<file path="config.mk">
export PLATFORM = sky130hd
export DESIGN_NAME = tt_sequencer
export DESIGN_NICKNAME = d
export VERILOG_FILES = /design/src/rtl/tt_seq_pkg.sv /design/src/rtl/tt_settle_timer.sv /design/src/rtl/tt_sequencer.sv
export SDC_FILE = /design/constraint.sdc
export NUM_CORES = 1
export LEC_CHECK = 0
export CORE_MARGIN = 5
export CORE_UTILIZATION = 40
export DETAILED_ROUTE_END_ITERATION = 12
export DONT_BUFFER_PORTS = 1
export PLACE_DENSITY = 0.62
export SLEW_MARGIN = 20
export SYNTH_ARGS = -nofsm -noshare
export SYNTH_HDL_FRONTEND = slang
export SYNTH_SLANG_ARGS = --single-unit
</file>
<file path="constraint.sdc">
create_clock -name clk -period 2.6 [get_ports clk]
set_input_delay 0.26 -clock clk [delete_from_list [all_inputs] [get_ports clk]]
set_output_delay 0.26 -clock clk [all_outputs]
set_load 0.01 [all_outputs]
</file>
<file path="src/rtl/tt_seq_pkg.sv">
// Shared types and constants for the truth-table sequencer.
// The mismatch locator is built only when TT_SEQ_MISMATCH_LOG_EN is defined.
package tt_seq_pkg;

  localparam int NUM_COMBOS = 8;
  localparam int TT_W       = 8;
  localparam int COMBO_W    = 3;

  typedef enum logic [1:0] {
    IDLE   = 2'd0,
    APPLY  = 2'd1,
    SAMPLE = 2'd2,
    DONE   = 2'd3
  } state_e;

  // Combo 0 lands in the MSB of the table, combo 7 in the LSB.
  function automatic logic [COMBO_W-1:0] bit_pos(input logic [COMBO_W-1:0] idx);
    return COMBO_W'(NUM_COMBOS - 1) - idx;
  endfunction

`ifdef TT_SEQ_MISMATCH_LOG_EN
  // Lowest combo index whose table bit is set in diff; 0 when diff is clear.
  function automatic logic [COMBO_W-1:0] first_mismatch(input logic [TT_W-1:0] diff);
    logic [COMBO_W-1:0] idx;
    idx = '0;
    for (int i = NUM_COMBOS - 1; i >= 0; i--) begin
      if (diff[bit_pos(COMBO_W'(i))]) idx = COMBO_W'(i);
    end
    return idx;
  endfunction
`endif

endpackage

</file>
<file path="src/rtl/tt_settle_timer.sv">
// Down-counter that times how long each input combination is held.
// load arms it; while en is high it counts to zero and flags expire on the last hold cycle.
module tt_settle_timer #(
  parameter int SETTLE_CYCLES = 4
) (
  input  logic clk,
  input  logic rst,
  input  logic load,
  input  logic en,
  output logic expire
);

  localparam int CNT_W = (SETTLE_CYCLES > 1) ? $clog2(SETTLE_CYCLES) : 1;
  localparam logic [CNT_W-1:0] LOAD_VAL = CNT_W'(SETTLE_CYCLES - 1);

  logic [CNT_W-1:0] cnt_q;
  logic [CNT_W-1:0] cnt_d;

  // NOTE: every always_comb output gets a default first so no path leaves it unassigned (no latch).
  always_comb begin
    cnt_d = cnt_q;
    if (load) begin
      cnt_d = LOAD_VAL;
    end else if (en && (cnt_q != '0)) begin
      cnt_d = cnt_q - CNT_W'(1);
    end
  end

  // NOTE: flops use non-blocking assignments so all registers update together at the edge.
  always_ff @(posedge clk) begin
    if (rst) begin
      cnt_q <= '0;
    end else begin
      cnt_q <= cnt_d;
    end
  end

  assign expire = en && (cnt_q == '0);

endmodule

</file>
<file path="src/rtl/tt_sequencer.sv">
// Sweeps all 8 input combinations of a 3-input gate, captures its truth table and compares it.
// Defining TT_SEQ_MISMATCH_LOG_EN adds mismatch_valid/mismatch_idx reporting the first bad combo.
module tt_sequencer
  import tt_seq_pkg::*;
#(
  parameter int SETTLE_CYCLES = 4
) (
  input  logic               clk,
  input  logic               rst,
  input  logic               start,
  input  logic               abort,
  input  logic [TT_W-1:0]    expected,
  input  logic               dut_out,
  output logic [COMBO_W-1:0] dut_in,
  output logic               busy,
  output logic               done,
  output logic [TT_W-1:0]    table_out,
  output logic               match
`ifdef TT_SEQ_MISMATCH_LOG_EN
  ,
  output logic               mismatch_valid,
  output logic [COMBO_W-1:0] mismatch_idx
`endif
);

  state_e             state_q, state_d;
  logic [COMBO_W-1:0] idx_q, idx_d;
  logic [TT_W-1:0]    work_q, work_d;
  logic [TT_W-1:0]    table_q, table_d;
  logic               match_q, match_d;
  logic [TT_W-1:0]    captured;
  logic               timer_load;
  logic               timer_en;
  logic               timer_expire;

`ifdef TT_SEQ_MISMATCH_LOG_EN
  logic               mm_valid_q, mm_valid_d;
  logic [COMBO_W-1:0] mm_idx_q, mm_idx_d;
`endif

  tt_settle_timer #(
    .SETTLE_CYCLES(SETTLE_CYCLES)
  ) u_settle_timer (
    .clk    (clk),
    .rst    (rst),
    .load   (timer_load),
    .en     (timer_en),
    .expire (timer_expire)
  );

  assign timer_en = (state_q == APPLY);

  always_comb begin
    state_d    = state_q;
    idx_d      = idx_q;
    work_d     = work_q;
    table_d    = table_q;
    match_d    = match_q;
    timer_load = 1'b0;
    captured   = work_q;
    captured[bit_pos(idx_q)] = dut_out;
`ifdef TT_SEQ_MISMATCH_LOG_EN
    mm_valid_d = mm_valid_q;
    mm_idx_d   = mm_idx_q;
`endif

    case (state_q)
      IDLE: begin
        idx_d = '0;
        // abort beats a simultaneous start
        if (start && !abort) begin
          state_d    = APPLY;
          work_d     = '0;
          timer_load = 1'b1;
        end
      end

      APPLY: begin
        if (abort) begin
          state_d = IDLE;
          idx_d   = '0;
        end else if (timer_expire) begin
          state_d = SAMPLE;
        end
      end

      SAMPLE: begin
        if (abort) begin
          state_d = IDLE;
          idx_d   = '0;
        end else begin
          work_d = captured;
          if (idx_q == COMBO_W'(NUM_COMBOS - 1)) begin
            state_d = DONE;
            idx_d   = '0;
            // Results are published only on a completed sweep.
            table_d = captured;
            match_d = (captured == expected);
`ifdef TT_SEQ_MISMATCH_LOG_EN
            mm_valid_d = |(captured ^ expected);
            mm_idx_d   = first_mismatch(captured ^ expected);
`endif
          end else begin
            state_d    = APPLY;
            idx_d      = idx_q + COMBO_W'(1);
            timer_load = 1'b1;
          end
        end
      end

      DONE: begin
        state_d = IDLE;
        idx_d   = '0;
      end

      default: begin
        state_d = IDLE;
        idx_d   = '0;
      end
    endcase
  end

  always_ff @(posedge clk) begin
    if (rst) begin
      state_q    <= IDLE;
      idx_q      <= '0;
      work_q     <= '0;
      table_q    <= '0;
      match_q    <= 1'b0;
`ifdef TT_SEQ_MISMATCH_LOG_EN
      mm_valid_q <= 1'b0;
      mm_idx_q   <= '0;
`endif
    end else begin
      state_q    <= state_d;
      idx_q      <= idx_d;
      work_q     <= work_d;
      table_q    <= table_d;
      match_q    <= match_d;
`ifdef TT_SEQ_MISMATCH_LOG_EN
      mm_valid_q <= mm_valid_d;
      mm_idx_q   <= mm_idx_d;
`endif
    end
  end

  assign busy      = (state_q == APPLY) || (state_q == SAMPLE);
  assign done      = (state_q == DONE);
  assign dut_in    = busy ? idx_q : '0;
  assign table_out = table_q;
  assign match     = match_q;

`ifdef TT_SEQ_MISMATCH_LOG_EN
  assign mismatch_valid = mm_valid_q;
  assign mismatch_idx   = mm_idx_q;
`endif

endmodule

</file>
==> results of run 1 <==
-- power breakdown --
group	internal (mW)	leakage, nW	total [mW]	switching, mW
Sequential	0.361	0.186	0.367	0.00585
Clock	0.0575	0.0177	0.169	0.111
Combinational	0.0421	0.375	0.0993	0.0571
-- final timing paths --
path | endpoint | slack (ns) | start | cells past startpoint
min reg2reg | table_out[1] | 0.51 | work_q[1] | 2
min | table_out[0] | 0.11 | dut_out | 2
max | match | 0.70 | idx_q[2] | 5
max reg2reg | match | 0.70 | idx_q[2] | 5
-- cells by family (layout without fill, tap and decap cells) --
logic type                 after synthesis  after routing  share of synthesized area
and+or+nand+nor                         50             50                      0.209
AOI/OAI and AO/OA                       38             38                      0.187
DFF                                     23             23                      0.336
buffers and inverters                   23             22                     0.0749
muxes                                   12             12                     0.0877
adders and majority gates                8              8                     0.0731
xor gates and xnor gates                 5              5                     0.0320
-- cell usage after synthesis, types with 2 or more instances --
cell type / n
dfxtp_1: 23
nor2_1: 15
inv_1: 14
a21oi_1: 13
mux2i_1: 12
ha_1: 8
clkbuf_1: 5
nand2_1: 5
nor3_1: 5
o22ai_1: 5
nand2b_1: 4
nor2b_1: 4
a211oi_1: 3
a311oi_1: 3
and2_1: 3
o21ai_0: 3
o22a_1: 3
xnor2_1: 3
a21o_1: 2
buf_4: 2
nand3b_1: 2
nor3b_1: 2
or3b_1: 2
xor2_1: 2
-- registers in the layout (all words and copies together) (netlist names) --
name,flops
work_q,7
state_q,2
idx_q,3
u_settle_timer.cnt_q,2
table_out,8
match,1
-- final cells by class --
type                       instances  area (um2)  area share
timing repair buffer               4        37.5      0.0260
sequential                        23         460       0.319
clock inverter                     1        5.00     0.00347
clock buffer                       3        22.5      0.0156
inverter                          14        52.6      0.0364
tap                               46        57.6      0.0399
multi-input combinational        113         807       0.559
-- cell usage in the layout (no fill, tap or decap), drive strengths merged, types with 3 or more instances in the layout --
master	Yosys	final
dfxtp	23	23
nor2	15	15
inv	14	14
a21oi	14	14
mux2i	12	12
ha	8	8
nor3	5	5
nand2	5	5
o22ai	5	5
nand2b	4	4
nor2b	4	4
or3b	4	4
and2	3	3
o21ai	3	3
a311oi	3	3
xnor2	3	3
o22a	3	3
a211oi	3	3
clkbuf	5	3
dlygate4sd3	0	3
nand3b	3	3
-- routing by layer --
metal  share of wire  track usage  vias to the layer above  wire length (um)
met5               0            0                        -                 0
met4          0.0083       0.0447                        0                25
met3           0.053       0.0373                        4               159
met2            0.51        0.234                       24              1550
met1            0.43        0.169                      517              1290
li1                -            -                      562                 -
==> qor.csv, run 1 <==
stage,metric,value,unit
final_layout,layout cells sized above 1,0.0696,
min_path,Min-Delay Path Class,in -> reg,
timing,Worst Hold Slack,0.105,ns
detailed_routing,DR iter-0 viols,29,
pwr,leakage power total,0.578,nW
die,Die Width,68.5,um
timing,fmax,528,MHz
critical_path,Crit path required time,2.84,ns
synthesis,Syn Std Cell Area,1370,um2
synthesis,Async SR Flop Fraction,0,
synthesis,Post-synth EDFFs,0,
final_layout,final instance count without filler cells,204,
clock_tree,CTS buffer count,3,
die,Initial Util,0.411,
critical_path,Slowest cell on crit path,dfxtp_1,
final_layout,"Area growth, synth to finish",5.30,%
timing,Final Hold Violating Endpoints,0,
timing,relative slew slack,0.446,
critical_path,Worst setup EP type,register,
pwr,Max VDD drop,0.220,mV
clock_tree,Worst-Skew Late Latency,0.31,ns
die,# IOs,27,
clock_tree,post-CTS setup buffers,0,
placed_design,GPL Wtd Cong,0.799,
grt,largest net degree at the start of global routing,23,
detailed_routing,drt total wl,3020,um
synthesis,Yosys top cell area share,0.336,
critical_path,CP max FO,12,
die,Die Y,68.5,um
synthesis,Syn Inst Count,159,
placed_design,Port Buffers,0,
synthesis,cell taking the most area after synthesis,dfxtp_1,
clock_tree,cts hold-fix bufs,2,
clock_tree,TritonCTS clock tree,yes,
die,core area,3340,um2
clock_tree,CTS Sinks,23,
pwr,Power Density,440,nW/um2
timing,Setup TNS Final,0,ns
die,# rows,21,
clock_tree,clk buf depth,2,
detailed_routing,total number of vias,1107,
timing,period utilization,0.729,
synthesis,top area cells in the synthesized netlist,"dfxtp_1 (34%), mux2i_1 (8.8%), ha_1 (7.3%)",
timing,crit path time final,1.90,ns
timing,final max-slew violation count,0,
critical_path,crit-path cells,"or3b_1, mux2i_1, o22ai_1, a221o_1, o31ai_2",
final_layout,final instance area,1440,um2
timing,Final setup viols,0,
timing,"crit path setup slack, layout",0.704,ns
critical_path,Worst path top cell family by delay,flip-flops,
clock_tree,Worst-path clk slew,0.13,ns
synthesis,syn_nets,180,
clock_tree,Root Driver,clkbuf_4,
placed_design,Placed Cells,197,
synthesis,Main synth FF type,dfxtp_1,
detailed_routing,DRC Markers,0,
pwr,Total Power,635,uW
grt,GR Util All Layers,0.138,
synthesis,Syn Area/Cell,8.62,um2
critical_path,"slowest stage delay, CP",0.61,ns
critical_path,Worst setup SP type,register,
final_layout,antenna diode count,0,
clock_tree,H-tree levels,1,
synthesis,register area share after synthesis,0.336,
grt,vias in the first global route,1021,
die,die area,4700,um2
detailed_routing,DRT Pass-1 Iters,4,
critical_path,worst path bufs/invs,0,
placed_design,DP Worst Slack,0.735,ns
grt,total grt overflow,0,
synthesis,Synth Register Bits,23,
timing,Final Skew,0.000701,ns
placed_design,DP Area,1390,um2
run_status,outcome,completed,
placed_design,Final HPWL DP,2250,um
timing,RSZ-0062 raised after global routing,false,
critical_path,crit path kind,reg -> reg,
synthesis,Unique masters post-synth,40,
critical_path,data arrival time of the worst path,2.14,ns
timing,Worst Max-Slew Pin Slew,0.828,ns
grt,initial antenna violation count,0,
run,max-cap viol count,0,
final_layout,final core occ,0.432,
final_layout,Layout Nets,180,
detailed_routing,via/cell ratio,5.43,
detailed_routing,post-route ant nets,0,
detailed_routing,WL per Instance,14.8,um
grt,global-route wire length before repair,4860,um
synthesis,yosys warns,0,
clock_tree,Resized Gates After CTS,0,
final_layout,# fillers,336,
No activity file was read; power rests on OpenSTA's default activity.
==> inputs of run 2 (changes only) <==
Clock period 2.6 ns to 2 ns, I/O delays scaled along.
==> run 2 against run 1 <==
Effect of this change:
- sequential power grew 30%
- final cell count is the same
- sequential cell count is the same
- maximum frequency grew 4.8%
- register-to-register slack lost 0.51 ns
- worst hold slack lost 0.081 ns
- first-iteration DRC count shrank 66%
- cell area shrank 0.17%
- via count shrank 3.5%
- global-route usage shrank 0.25 points
- wire length shrank 2.9%
- clock power grew 31%
==> qor.csv, run 2 (same netlist as run 1, synthesis figures left out) <==
stage,metric,value,unit
final_layout,# fillers,346,
die,# IOs,27,
final_layout,"Area growth, synth to finish",5.11,%
timing,crit path time final,1.81,ns
clock_tree,Worst-Skew Late Latency,0.32,ns
clock_tree,Root Driver,clkbuf_4,
critical_path,Slowest cell on crit path,dfxtp_1,
clock_tree,Worst-path clk slew,0.13,ns
critical_path,CP max FO,12,
timing,relative slew slack,0.468,
clock_tree,CTS Sinks,23,
critical_path,crit path kind,reg -> reg,
clock_tree,clk buf depth,2,
grt,initial antenna violation count,0,
critical_path,Worst setup SP type,register,
timing,fmax,553,MHz
final_layout,most frequent cells in the layout,"dfxtp_1 (23), nor2_1 (15), inv_1 (14)",
critical_path,Worst setup EP type,register,
clock_tree,TritonCTS clock tree,yes,
placed_design,Final HPWL DP,2210,um
detailed_routing,DRT Pass-1 Iters,4,
critical_path,crit-path cells,"or3b_1, mux2i_1, o22ai_1, a221o_1, o31ai_2",
die,Die Y,68.5,um
die,core area,3340,um2
run,max-cap viol count,0,
grt,met1 Track Usage GR,0.158,
timing,RSZ-0062 raised after global routing,false,
timing,Worst Max-Slew Pin Slew,0.796,ns
critical_path,worst path bufs/invs,0,
pwr,Max VDD drop,0.345,mV
pwr,leakage power total,0.580,nW
detailed_routing,total number of vias,1068,
die,die area,4700,um2
die,Initial Util,0.411,
timing,final max-slew violation count,0,
die,# rows,21,
placed_design,Port Buffers,0,
final_layout,area occupied by multi-input gates,807,um2
critical_path,data arrival time of the worst path,2.06,ns
timing,Worst Hold Slack,0.0239,ns
timing,Setup TNS Final,0,ns
clock_tree,post-CTS setup buffers,0,
detailed_routing,drt total wl,2930,um
run_status,outcome,completed,
grt,global-route wire length before repair,4830,um
critical_path,"slowest stage delay, CP",0.58,ns
grt,busiest layer in global routing,met2,
final_layout,Layout Nets,180,
detailed_routing,WL per Instance,14.4,um
placed_design,Placed Cells,198,
final_layout,"most common cell after layout, fill and taps aside",dfxtp_1,
critical_path,Worst path top cell family by delay,flip-flops,
clock_tree,Resized Gates After CTS,0,
final_layout,final instance count without filler cells,204,
timing,Final setup viols,0,
grt,met2 Usage GRT,0.244,
grt,largest net degree at the start of global routing,23,
die,Die Width,68.5,um
grt,vias in the first global route,1081,
grt,M3 GR Usage,0.0308,
detailed_routing,DR iter-0 viols,10,
clock_tree,H-tree levels,1,
detailed_routing,via/cell ratio,5.24,
min_path,Min-Delay Path Class,in -> reg,
timing,Final Skew,0.00564,ns
timing,period utilization,0.904,
final_layout,antenna diode count,0,
placed_design,GPL Wtd Cong,0.899,
grt,GR Util All Layers,0.136,
pwr,Power Density,574,nW/um2
detailed_routing,DRC Markers,0,
final_layout,layout cells sized above 1,0.0759,
grt,total grt overflow,0,
clock_tree,CTS buffer count,3,
final_layout,Register Area,460,um2
timing,Final Hold Violating Endpoints,0,
critical_path,Crit path required time,2.25,ns
final_layout,number of flip-flops in the largest register,8,
detailed_routing,post-route ant nets,0,
-- run 2: area by class of cell --
| class | instances | share of cell area |
|---|---|---|
| multi-input cells | 113 | 0.560 |
| flip-flops and latches | 23 | 0.320 |
| inverters | 14 | 0.0365 |
| repair buffers | 4 | 0.0243 |
| clock inverters | 1 | 0.00348 |
| clock buffers | 3 | 0.0156 |
| well taps | 46 | 0.0400 |
-- run 2: timing repair --
item | in CTS | in global routing
hold buffers | 2 | 0
endpoints found under the setup margin | 0 | 0
endpoints found under the hold margin | 22 | 0
-- run 2: layer usage --
| layer | wire length [um] | vias to the layer above |
|---|---|---|
| met5 | 0 | - |
| met2 | 1500 | 18 |
| li1 | - | 554 |
| met3 | 152 | 4 |
| met4 | 33 | 0 |
| met1 | 1250 | 492 |
-- run 2: final timing paths --
check | endpoint | slack, ns | from | depth (start not counted)
setup / recovery | match | 0.19 | idx_q[2] | 5
hold / removal | table_out[0] | 0.02 | dut_out | 2
hold reg to reg | u_settle_timer.cnt_q[1] | 0.49 | u_settle_timer.cnt_q[1] | 2
setup reg to reg | match | 0.19 | idx_q[2] | 5
-- run 2: stage by stage --
| step | worst slack, ns | cell area [um2] | utilization | total power, mW |
|---|---|---|---|---|
| finish | 0.192 | 1440 | 0.432 | 0.826 |
| global route | 0.0121 | 1440 | 0.432 | 0.870 |
| CTS | 0.192 | 1440 | 0.432 | 0.836 |
| detailed placement | 0.218 | 1390 | 0.417 | 0.604 |
| global placement | 0.248 | 1390 | 0.417 | 0.597 |
| floorplan | 0.387 | 1370 | - | 0.589 |
-- run 2: power by group --
group	switching (mW)	internal, mW
sequential	0.00682	0.469
combinational	0.0748	0.0533
clock	0.147	0.0748
